## config.mk

```make
export PLATFORM = sky130hd
export DESIGN_NAME = intdiv_issue_flat
export DESIGN_NICKNAME = d
export VERILOG_FILES = /design/src/rtl/intdiv_pkg.sv /design/src/rtl/intdiv_issue_if.sv /design/src/rtl/intdiv_result_fifo.sv /design/src/rtl/intdiv_issue.sv /design/src/flat_wrapper.sv
export SDC_FILE = /design/constraint.sdc
export NUM_CORES = 1
export LEC_CHECK = 0
export BUFFER_PORTS_ARGS = -buffer_cell sky130_fd_sc_hd__buf_2
export CAP_MARGIN = 25
export CORE_UTILIZATION = 55
export DETAILED_ROUTE_END_ITERATION = 7
export MAX_ROUTING_LAYER = met4
export PLACE_DENSITY_LB_ADDON = 0.15
export SLEW_MARGIN = 20
export SYNTH_ARGS = -nofsm -noshare
export SYNTH_HDL_FRONTEND = slang
export SYNTH_HIERARCHICAL = 1
export SYNTH_SLANG_ARGS = --single-unit
```

## constraint.sdc

```tcl
create_clock -name i_clk -period 4.51 [get_ports i_clk]
set_clock_uncertainty 0.15 [all_clocks]
set_input_delay 0.902 -clock i_clk [delete_from_list [all_inputs] [get_ports i_clk]]
set_output_delay 0.902 -clock i_clk [all_outputs]
set_load 0.005 [all_outputs]
```

## src/rtl/intdiv_pkg.sv

```systemverilog
// Shared types and constants for the intdiv issue/retire controller.
// Entry widths are fixed here; the top-level N and TW must match them.
package intdiv_pkg;

    localparam int unsigned INTDIV_N          = 32;
    localparam int unsigned INTDIV_TW         = 4;
    localparam int unsigned INTDIV_FIFO_DEPTH = 2;

    typedef enum logic [1:0] {
        IDLE,
        EVAL,
        SPEC
    } state_t;

    typedef struct packed {
        logic [INTDIV_N-1:0]  z;
        logic [INTDIV_N-1:0]  r;
        logic [INTDIV_TW-1:0] tag;
        logic                 dz;
        logic                 ovf;
    } result_t;

    function automatic logic [INTDIV_N-1:0] min_int(input int unsigned n);
        logic [INTDIV_N-1:0] v;
        for (int i = 0; i < INTDIV_N; i++) begin
            v[i] = (i == int'(n) - 1);
        end
        return v;
    endfunction

    function automatic logic [INTDIV_N-1:0] all_ones(input int unsigned n);
        logic [INTDIV_N-1:0] v;
        for (int i = 0; i < INTDIV_N; i++) begin
            v[i] = (i < int'(n));
        end
        return v;
    endfunction

endpackage

```

## src/rtl/intdiv_issue_if.sv

```systemverilog
// Operand-in / result-out handshake bundle of the intdiv issue controller.
interface intdiv_issue_if #(
    parameter int unsigned N  = 32,
    parameter int unsigned TW = 4
);
    logic          in_valid;
    logic          in_ready;
    logic [N-1:0]  in_x;
    logic [N-1:0]  in_y;
    logic [TW-1:0] in_tag;

    logic          out_valid;
    logic          out_ready;
    logic [N-1:0]  out_z;
    logic [N-1:0]  out_r;
    logic [TW-1:0] out_tag;
    logic          out_dz;
    logic          out_ovf;

    modport slave (
        input  in_valid, in_x, in_y, in_tag, out_ready,
        output in_ready, out_valid, out_z, out_r, out_tag, out_dz, out_ovf
    );

    modport master (
        output in_valid, in_x, in_y, in_tag, out_ready,
        input  in_ready, out_valid, out_z, out_r, out_tag, out_dz, out_ovf
    );
endinterface

```

## src/rtl/intdiv_result_fifo.sv

```systemverilog
// Two-entry result FIFO built from a head and a tail register; the head
// register drives the outputs directly.
module intdiv_result_fifo
    import intdiv_pkg::*;
(
    input  logic        i_clk,
    input  logic        i_rst,
    input  logic        i_push,
    input  result_t     i_data,
    input  logic        i_pop,
    output logic        o_valid,
    output result_t     o_head,
    output logic [1:0]  o_count
);

    result_t    r_head;
    result_t    r_tail;
    logic [1:0] r_count;

    result_t    w_head_d;
    result_t    w_tail_d;
    logic [1:0] w_count_d;
    logic       w_push;
    logic       w_pop;

    assign w_pop  = i_pop && (r_count != 2'd0);
    assign w_push = i_push && ((r_count < 2'(INTDIV_FIFO_DEPTH)) || w_pop);

    always_comb begin
        w_head_d  = r_head;
        w_tail_d  = r_tail;
        w_count_d = r_count;
        case ({w_push, w_pop})
            2'b10: begin
                if (r_count == 2'd0) begin
                    w_head_d = i_data;
                end else begin
                    w_tail_d = i_data;
                end
                w_count_d = r_count + 2'd1;
            end
            2'b01: begin
                w_head_d  = r_tail;
                w_count_d = r_count - 2'd1;
            end
            2'b11: begin
                // Simultaneous push/pop: the new entry lands behind whatever remains.
                if (r_count == 2'd1) begin
                    w_head_d = i_data;
                end else begin
                    w_head_d = r_tail;
                    w_tail_d = i_data;
                end
            end
            default: ;
        endcase
    end

    always_ff @(posedge i_clk) begin
        if (i_rst) begin
            r_head  <= '0;
            r_tail  <= '0;
            r_count <= 2'd0;
        end else begin
            r_head  <= w_head_d;
            r_tail  <= w_tail_d;
            r_count <= w_count_d;
        end
    end

    assign o_valid = (r_count != 2'd0);
    assign o_head  = r_head;
    assign o_count = r_count;

endmodule

```

## src/rtl/intdiv_issue.sv

```systemverilog
// Issue/retire controller for the combinational signed divider array: holds
// operands for LAT cycles, then queues quotient/remainder in a result FIFO.
module intdiv_issue
    import intdiv_pkg::*;
#(
    parameter int unsigned N   = 32,
    parameter int unsigned LAT = 4,
    parameter int unsigned TW  = 4
) (
    input  logic           i_clk,
    input  logic           i_rst,
    intdiv_issue_if.slave  bus,
    output logic [N-1:0]   o_arr_x,
    output logic [N-1:0]   o_arr_y,
    input  logic [N-1:0]   i_arr_z,
    input  logic [N-1:0]   i_arr_r,
    output logic           o_busy
);

    localparam int unsigned CW = $clog2(LAT + 1);

    state_t        r_state;
    logic [CW-1:0] r_cnt;
    logic [N-1:0]  r_arr_x;
    logic [N-1:0]  r_arr_y;
    logic [N-1:0]  r_spec_x;
    logic [TW-1:0] r_tag;
    logic          r_dz;
    logic          r_ovf;

    state_t        w_state_nxt;
    logic [CW-1:0] w_cnt_nxt;
    logic          w_in_ready;
    logic          w_accept;
    logic          w_in_dz;
    logic          w_in_ovf;
    logic          w_push;
    result_t       w_push_data;
    result_t       w_head;
    logic          w_head_valid;
    logic [1:0]    w_count;

    assign w_in_ready = !i_rst && (r_state == IDLE) && (w_count < 2'(INTDIV_FIFO_DEPTH));
    assign w_accept   = bus.in_valid && w_in_ready;
    assign w_in_dz    = (bus.in_y == '0);
    assign w_in_ovf   = (bus.in_x == min_int(N)) && (bus.in_y == all_ones(N));

    always_comb begin
        w_state_nxt = r_state;
        w_cnt_nxt   = r_cnt;
        w_push      = 1'b0;
        w_push_data = '0;
        case (r_state)
            IDLE: begin
                if (w_accept) begin
                    if (w_in_dz || w_in_ovf) begin
                        w_state_nxt = SPEC;
                    end else begin
                        w_state_nxt = EVAL;
                        w_cnt_nxt   = CW'(LAT - 1);
                    end
                end
            end
            EVAL: begin
                if (r_cnt == '0) begin
                    w_push          = 1'b1;
                    w_push_data.z   = i_arr_z;
                    w_push_data.r   = i_arr_r;
                    w_push_data.tag = r_tag;
                    w_state_nxt     = IDLE;
                end else begin
                    w_cnt_nxt = r_cnt - CW'(1);
                end
            end
            SPEC: begin
                w_push          = 1'b1;
                w_push_data.tag = r_tag;
                w_push_data.dz  = r_dz;
                w_push_data.ovf = r_ovf;
                if (r_dz) begin
                    w_push_data.z = all_ones(N);
                    w_push_data.r = r_spec_x;
                end else begin
                    w_push_data.z = min_int(N);
                    w_push_data.r = '0;
                end
                w_state_nxt = IDLE;
            end
            default: w_state_nxt = IDLE;
        endcase
    end

    always_ff @(posedge i_clk) begin
        if (i_rst) begin
            r_state  <= IDLE;
            r_cnt    <= '0;
            r_arr_x  <= '0;
            r_arr_y  <= '0;
            r_spec_x <= '0;
            r_tag    <= '0;
            r_dz     <= 1'b0;
            r_ovf    <= 1'b0;
        end else begin
            r_state <= w_state_nxt;
            r_cnt   <= w_cnt_nxt;
            if (w_accept) begin
                r_spec_x <= bus.in_x;
                r_tag    <= bus.in_tag;
                r_dz     <= w_in_dz;
                r_ovf    <= w_in_ovf;
                // Special cases bypass the array, so its inputs keep the last real operands.
                if (!(w_in_dz || w_in_ovf)) begin
                    r_arr_x <= bus.in_x;
                    r_arr_y <= bus.in_y;
                end
            end
        end
    end

    intdiv_result_fifo u_fifo (
        .i_clk   (i_clk),
        .i_rst   (i_rst),
        .i_push  (w_push),
        .i_data  (w_push_data),
        .i_pop   (bus.out_ready),
        .o_valid (w_head_valid),
        .o_head  (w_head),
        .o_count (w_count)
    );

    assign bus.in_ready  = w_in_ready;
    assign bus.out_valid = w_head_valid;
    assign bus.out_z     = w_head.z;
    assign bus.out_r     = w_head.r;
    assign bus.out_tag   = w_head.tag;
    assign bus.out_dz    = w_head.dz;
    assign bus.out_ovf   = w_head.ovf;
    assign o_arr_x       = r_arr_x;
    assign o_arr_y       = r_arr_y;
    assign o_busy        = (r_state != IDLE);

endmodule

```

## src/flat_wrapper.sv

```systemverilog
// flat-port wrapper written by rule: the top's interface ports become plain ports
module intdiv_issue_flat import intdiv_pkg::*;
#(
    parameter int unsigned N   = 32,
    parameter int unsigned LAT = 4,
    parameter int unsigned TW  = 4
)
  (i_clk, i_rst, o_arr_x, o_arr_y, i_arr_z, i_arr_r, o_busy, bus_in_valid, bus_in_x, bus_in_y, bus_in_tag, bus_out_ready, bus_in_ready, bus_out_valid, bus_out_z, bus_out_r, bus_out_tag, bus_out_dz, bus_out_ovf);
  intdiv_issue_if #(.N(N), .TW(TW)) bus_i ();
  input  logic i_clk;
  input  logic i_rst;
  output logic [N-1:0] o_arr_x;
  output logic [N-1:0] o_arr_y;
  input  logic [N-1:0] i_arr_z;
  input  logic [N-1:0] i_arr_r;
  output logic o_busy;
  input wire logic [$bits(bus_i.in_valid)-1:0] bus_in_valid;
  input wire logic [$bits(bus_i.in_x)-1:0] bus_in_x;
  input wire logic [$bits(bus_i.in_y)-1:0] bus_in_y;
  input wire logic [$bits(bus_i.in_tag)-1:0] bus_in_tag;
  input wire logic [$bits(bus_i.out_ready)-1:0] bus_out_ready;
  output wire logic [$bits(bus_i.in_ready)-1:0] bus_in_ready;
  output wire logic [$bits(bus_i.out_valid)-1:0] bus_out_valid;
  output wire logic [$bits(bus_i.out_z)-1:0] bus_out_z;
  output wire logic [$bits(bus_i.out_r)-1:0] bus_out_r;
  output wire logic [$bits(bus_i.out_tag)-1:0] bus_out_tag;
  output wire logic [$bits(bus_i.out_dz)-1:0] bus_out_dz;
  output wire logic [$bits(bus_i.out_ovf)-1:0] bus_out_ovf;
  assign bus_i.in_valid = bus_in_valid;
  assign bus_i.in_x = bus_in_x;
  assign bus_i.in_y = bus_in_y;
  assign bus_i.in_tag = bus_in_tag;
  assign bus_i.out_ready = bus_out_ready;
  assign bus_in_ready = bus_i.in_ready;
  assign bus_out_valid = bus_i.out_valid;
  assign bus_out_z = bus_i.out_z;
  assign bus_out_r = bus_i.out_r;
  assign bus_out_tag = bus_i.out_tag;
  assign bus_out_dz = bus_i.out_dz;
  assign bus_out_ovf = bus_i.out_ovf;
  intdiv_issue #(.N(N), .LAT(LAT), .TW(TW)) u_core (.i_clk(i_clk), .i_rst(i_rst), .bus(bus_i), .o_arr_x(o_arr_x), .o_arr_y(o_arr_y), .i_arr_z(i_arr_z), .i_arr_r(i_arr_r), .o_busy(o_busy));
endmodule
```

## After elaboration in Yosys (flattened, before gate mapping)

Index checks and enable logic that the tools add are counted.

| storage, ports and cells | value |
|---|---|
| register bits after elaboration | 249 |
| input bits | 136 |

| cells by class | value |
|---|---|
| equality and inequality tests | 15 |
| $lt $le $gt $ge | 1 |
| reductions and logical operators | 24 |
| bitwise logic cells | 1 |
| muxes and demuxes | 21 |
| $add $sub $neg | 3 |

Operator list:

| cell | number |
|---|---|
| $mux 70 | 4 |
| $pmux 70 s3 | 1 |
| $pmux 70 s2 | 1 |
| $pmux 68 s2 | 1 |
| $mux 68 | 1 |
| $eq 32x32->1 const B | 2 |
| $mux 63 | 1 |
| $logic_not 32->1 | 1 |
| $ne 2x2->1 const B | 5 |
| $reduce_bool 2->1 | 5 |
| $mux 3 | 3 |
| $mux 2 | 4 |
| $pmux 2 s2 | 2 |
| $eq 2x1->1 const B | 3 |
| $eq 2x2->1 const B | 3 |
| $logic_and 1x1->1 | 6 |
| $pmux 3 s2 | 1 |
| $reduce_and 2->1 | 3 |
| $logic_not 2->1 | 2 |
| $ne 2x1->1 const B | 2 |
| $reduce_and 4->1 | 1 |
| $logic_not 3->1 | 1 |
| $reduce_and 3->1 | 1 |
| $reduce_bool 3->1 | 1 |
| 9 further kinds | 10 |

## Longest topological paths before layout

| depth | value |
|---|---|
| depth in word-level cells | 7 |
| gate-level depth with buffers | 14 |
| mapped depth without buffers | 11 |

## Cells and area by module

Netlist, hierarchy kept.

By module, submodules not included:

| module | cells each | instances | area an instance (sq um) | sequential area each (sq um) |
|---|---|---|---|---|
| intdiv_result_fifo | 783 | 1 | 6840.3 | 2842.7 |
| intdiv_issue | 689 | 1 | 5387.7 | 2142.1 |

## Least setup slack after synthesis

OpenSTA, ideal clock, no wires.

| path | value |
|---|---|
| kind | reg2reg |
| from | reg u_core.r_cnt[0] |
| to | reg u_core/u_fifo/r_tail[0] in the netlist's numbering |
| data required time | 4226 ps |
| path buffers | 3 |
| library setup time | 134 ps |
| setup slack | 1398 ps |
| data arrival time | 2829 ps |
| period minus slack after synthesis | 3112 ps |
| stages on the path, launching flop included | 15 |
| cells stage by stage | dfxtp_1 inv_1 ha_1 ha_1 and2_1 clkbuf_1 o21ai_0 inv_1 and2_1 ha_1 and2_1 buf_2 clkbuf_1 o31ai_1 a21oi_1 |

| between the ends | value |
|---|---|
| word-level cells in the longest chain between the ends | 7 |
| elaborated cells between the ends (all ways) | 11 |
| those cells by class | 4 x eq/ne; 3 x mux; 4 x reduce/logical |

RTL lines:

| what | RTL line | RTL |
|---|---|---|
| start: declaration | intdiv_issue.sv:23 | `logic [CW-1:0] r_cnt;` |
| start signal: assignment | intdiv_issue.sv:105 | `r_cnt <= w_cnt_nxt;` |
| $logic_not 3->1 * | intdiv_issue.sv:65 | `if (r_cnt == '0) begin` |
| $mux 1 * | intdiv_issue.sv:65 |  |
| $pmux 1 s2 * | intdiv_issue.sv:53 | `case (r_state)` |
| named net u_core.w_push | intdiv_issue.sv:37 | `logic w_push;` |
| $logic_and 1x1->1 * | intdiv_result_fifo.sv:27 | `assign w_push = i_push && ((r_count < 2'(INTDIV_FIFO_DEPTH)) \|\| w_pop);` |
| $eq 2x2->1 | intdiv_result_fifo.sv:33 | `case ({w_push, w_pop})` |
| $ne 2x2->1 (no source line) / $reduce_bool 2->1 (equally long branches) | -- |  |
| $reduce_and 3->1 (no source line) | -- |  |
| end signal: assignment | intdiv_result_fifo.sv:66 | `r_tail <= w_tail_d;` |
| end: declaration | intdiv_result_fifo.sv:17 | `result_t r_tail;` |

Mark *: on every way through the listed nets, which the timed path passes. The rest lies on a longest branch.
A chain may end at the register's enable or synchronous reset.

## Worst setup path after layout

| path | value |
|---|---|
| from | reg u_core.r_cnt[0] |
| to | reg u_core/u_fifo/r_tail[33] in the netlist's numbering |

The elaborated chain is that of the path after synthesis.

==> results.cfg <==
[outcome]
status = finished, final reports clean

[synthesis]
ys_warn_count = 6
ys_ff_latch = 249
ys_types = 47
async_flop_share_pct = 0
synth_top_flop_cell = dfxtp_1
syn_inst = 1472
seq_area_frac_synth_pct = 40.77
netlist_area_mm2 = 0.01223
synth.avg_cell_area_um2 = 8.307
synth_fp_nets = 1618
synth_edf_count = 0

[worst_setup_path]
cp-start-kind = flip-flop
arrival_ns = 3.90
critical_path_buf_inv_count = 4
r2r_start = u_core/r_cnt[0]
crit_family = simple AND/OR/NAND/NOR gates
crit_fanout = 37
critical_path_cell_count = 13
rr_worst_depth = 13
slowest_delay_ns = 0.70
crit_top_cell = ha_1
slowest_stage = nor2b_4
crit_chain = inv_1, ha_1, ha_1, and2_2, o21ai_0, buf_4, inv_1, and2_1, ha_1, nor2b_4, buf_4, o211ai_1, a21oi_1
crit_path_end_kind = flip-flop
worstSetupPathType = flip-flop to flip-flop
setup.worst_path.start = u_core/r_cnt[0]
crit_required_ns = 4.81

[timing]
timing.hold.ws_ns = 0.3205
relSlewSlack_pct = 36.58
tns_ns = 0
fmax_mhz = 277.8
min_period_over_period_pct = 79.81
rsz0062_at_grt = no
layout_setup_ws_ns = 0.9104
final_max_slew_viol_count = 0
setup_viol = 0
hold_violations = 0
min_period_ns = 3.600
tightest_slew_ns = 0.9513

[floorplanning]
dieWidth_um = 151.1
initial_core_util_pct = 56.03
ios = 273
die_h_um = 151.1
rows = 54
core-area_mm2 = 0.02182
die_area_mm2 = 0.02283

[place]
io_buffers = 272
dpl_cell_area_mm2 = 0.01343
hpwl_mm = 23.58
placedCellCount = 1859
dp_slack_ns = 0.9997
place_congestion = 0.8409

[global_routing]
grt_max_degree = 96
antenna_found_initial = 7
grt_pass1_wl_mm = 60.15
grt_pass1_vias = 11260
overflow = 0
grt_use_total_pct = 33.63

[hold_path]
hold_class = flip-flop to flip-flop
holdPathStages = 2
hp-start = u_core/u_fifo/r_tail[14]

[clock_tree]
cts_resized = 0
root_buffer = clkbuf_16
clock_sinks = 249
hold_buffers = 0
clk_pin_slew_worst_paths_ns = 0.06
htreeDepth = 1
postCtsSetupRepairBufs = 0
clock_latency_ns = 0.53
cts.path.max_buffers = 3
tritoncts = built
numCtsBuffers = 27

[detailed_routing]
vias = 12360
vias_per_cell = 6.464
ant_nets = 0
drt-initial-drc-count = 1141
first_pass_iters = 5
drc = 0
avgRoutedWirePerCell_um = 20.11
routed_wirelength_mm = 38.46

[final_layout]
nets = 1754
syn_to_final_growth_pct = 16.58
fin_area_mm2 = 0.01425
final_cells = 1912
final_util_pct = 65.32
drive_gt1_share_pct = 22.83
layout_common_cells = buf_2, dfxtp_1, o21ai_0, a21oi_1, o211ai_1
final_common_cell = buf_2

[power]
ir_drop_v = 0.0003385
power_density_mw_per_mm2 = 467.2
total_power_mw = 6.660
leakage_nw = 4.884

[flow_run]
maxCapViolations = 0
==> kinds of logic after synthesis <==
| family | count (synthesis) | share of synthesized area, % |
|---|---|---|
| buffers and inverters | 210 | 7.654 |
| AND/OR/NAND/NOR | 337 | 15.67 |
| flip-flops | 249 | 40.77 |
| AO/OA/AOI/OAI | 663 | 34.67 |
| adder cells (fa/ha/maj) | 10 | 1.023 |
| XOR/XNOR | 2 | 0.1433 |
| multiplexers | 1 | 0.08186 |
==> synthesized netlist by cell type (all sizes together) (2+ instances only) <==
cell type / count / share of area [%]
a21oi: 168 / 6.9
a22oi: 32 / 2.0
a311oi: 70 / 5.2
and2: 8 / 0.41
and4: 2 / 0.14
buf: 57 / 2.9
clkbuf: 137 / 4.2
dfxtp: 249 / 41
ha: 10 / 1.0
inv: 16 / 0.51
nand2: 43 / 1.3
nand2b: 37 / 1.9
nand3: 64 / 3.0
nand4: 9 / 0.46
nor2: 12 / 0.37
nor2b: 66 / 3.4
nor3: 70 / 2.9
nor4: 13 / 0.79
nor4b: 3 / 0.21
nor4bb: 2 / 0.16
o211ai: 140 / 8.6
o21ai: 172 / 7.0
o31ai: 74 / 4.5
or4: 2 / 0.18
xor2: 2 / 0.14
==> tightest hold or removal path: cells and delay by family, from the launching register on <==
family / cells / cell delay (ns)
compound gates: 2 / 0.12
flops: 1 / 0.31
==> per-layer routing <==
layer | share of wire [%] | track usage, % | vias to the layer above
li1 | - | - | 5823
met1 | 43 | 46.55 | 5867
met2 | 45 | 50.64 | 611
met3 | 9.2 | 4.910 | 58
met4 | 2.4 | 10.05 | 0
met5 | 0 | - | -
==> worst paths after layout <==
check / end / slack, ns
setup / recovery: u_core/u_fifo/r_tail[33] / 0.91
setup reg to reg: u_core/u_fifo/r_tail[33] / 0.91
hold reg to reg: u_core/u_fifo/r_tail[14] / 0.32
hold / removal: u_core/u_fifo/r_tail[14] / 0.32
==> cell type report <==
| cell class | count | area (um2) |
|---|---|---|
| inverter | 16 | 62.56 |
| tap | 280 | 350.3 |
| clock buffer | 45 | 803.3 |
| timing repair buffer | 301 | 1663 |
| multi-input combinational | 1013 | 6369 |
| fill | 1931 | 7569 |
| antenna | 7 | 17.52 |
| clock inverter | 1 | 5.005 |
| sequential | 249 | 4985 |
==> registers in the layout (all words and copies together), names as in the netlist <==
signal / count
u_core/r_dz: 1
u_core/r_ovf: 1
u_core/r_tag: 4
u_core/u_fifo/o_head: 70
u_core/r_state: 2
u_core/o_arr_y: 32
u_core/u_fifo/o_count: 2
u_core/o_arr_x: 32
u_core/r_spec_x: 32
u_core/u_fifo/r_tail: 70
u_core/r_cnt: 3
==> report_power, final <==
group	internal, mW	total, mW	leakage (nW)	switching, mW
Combinational	0.733	1.84	2.47	1.11
Clock	1.20	2.07	0.394	0.871
Sequential	2.55	2.75	2.02	0.194
Total	4.48	6.66	4.88	2.18
(Power assumes the default switching activity.)
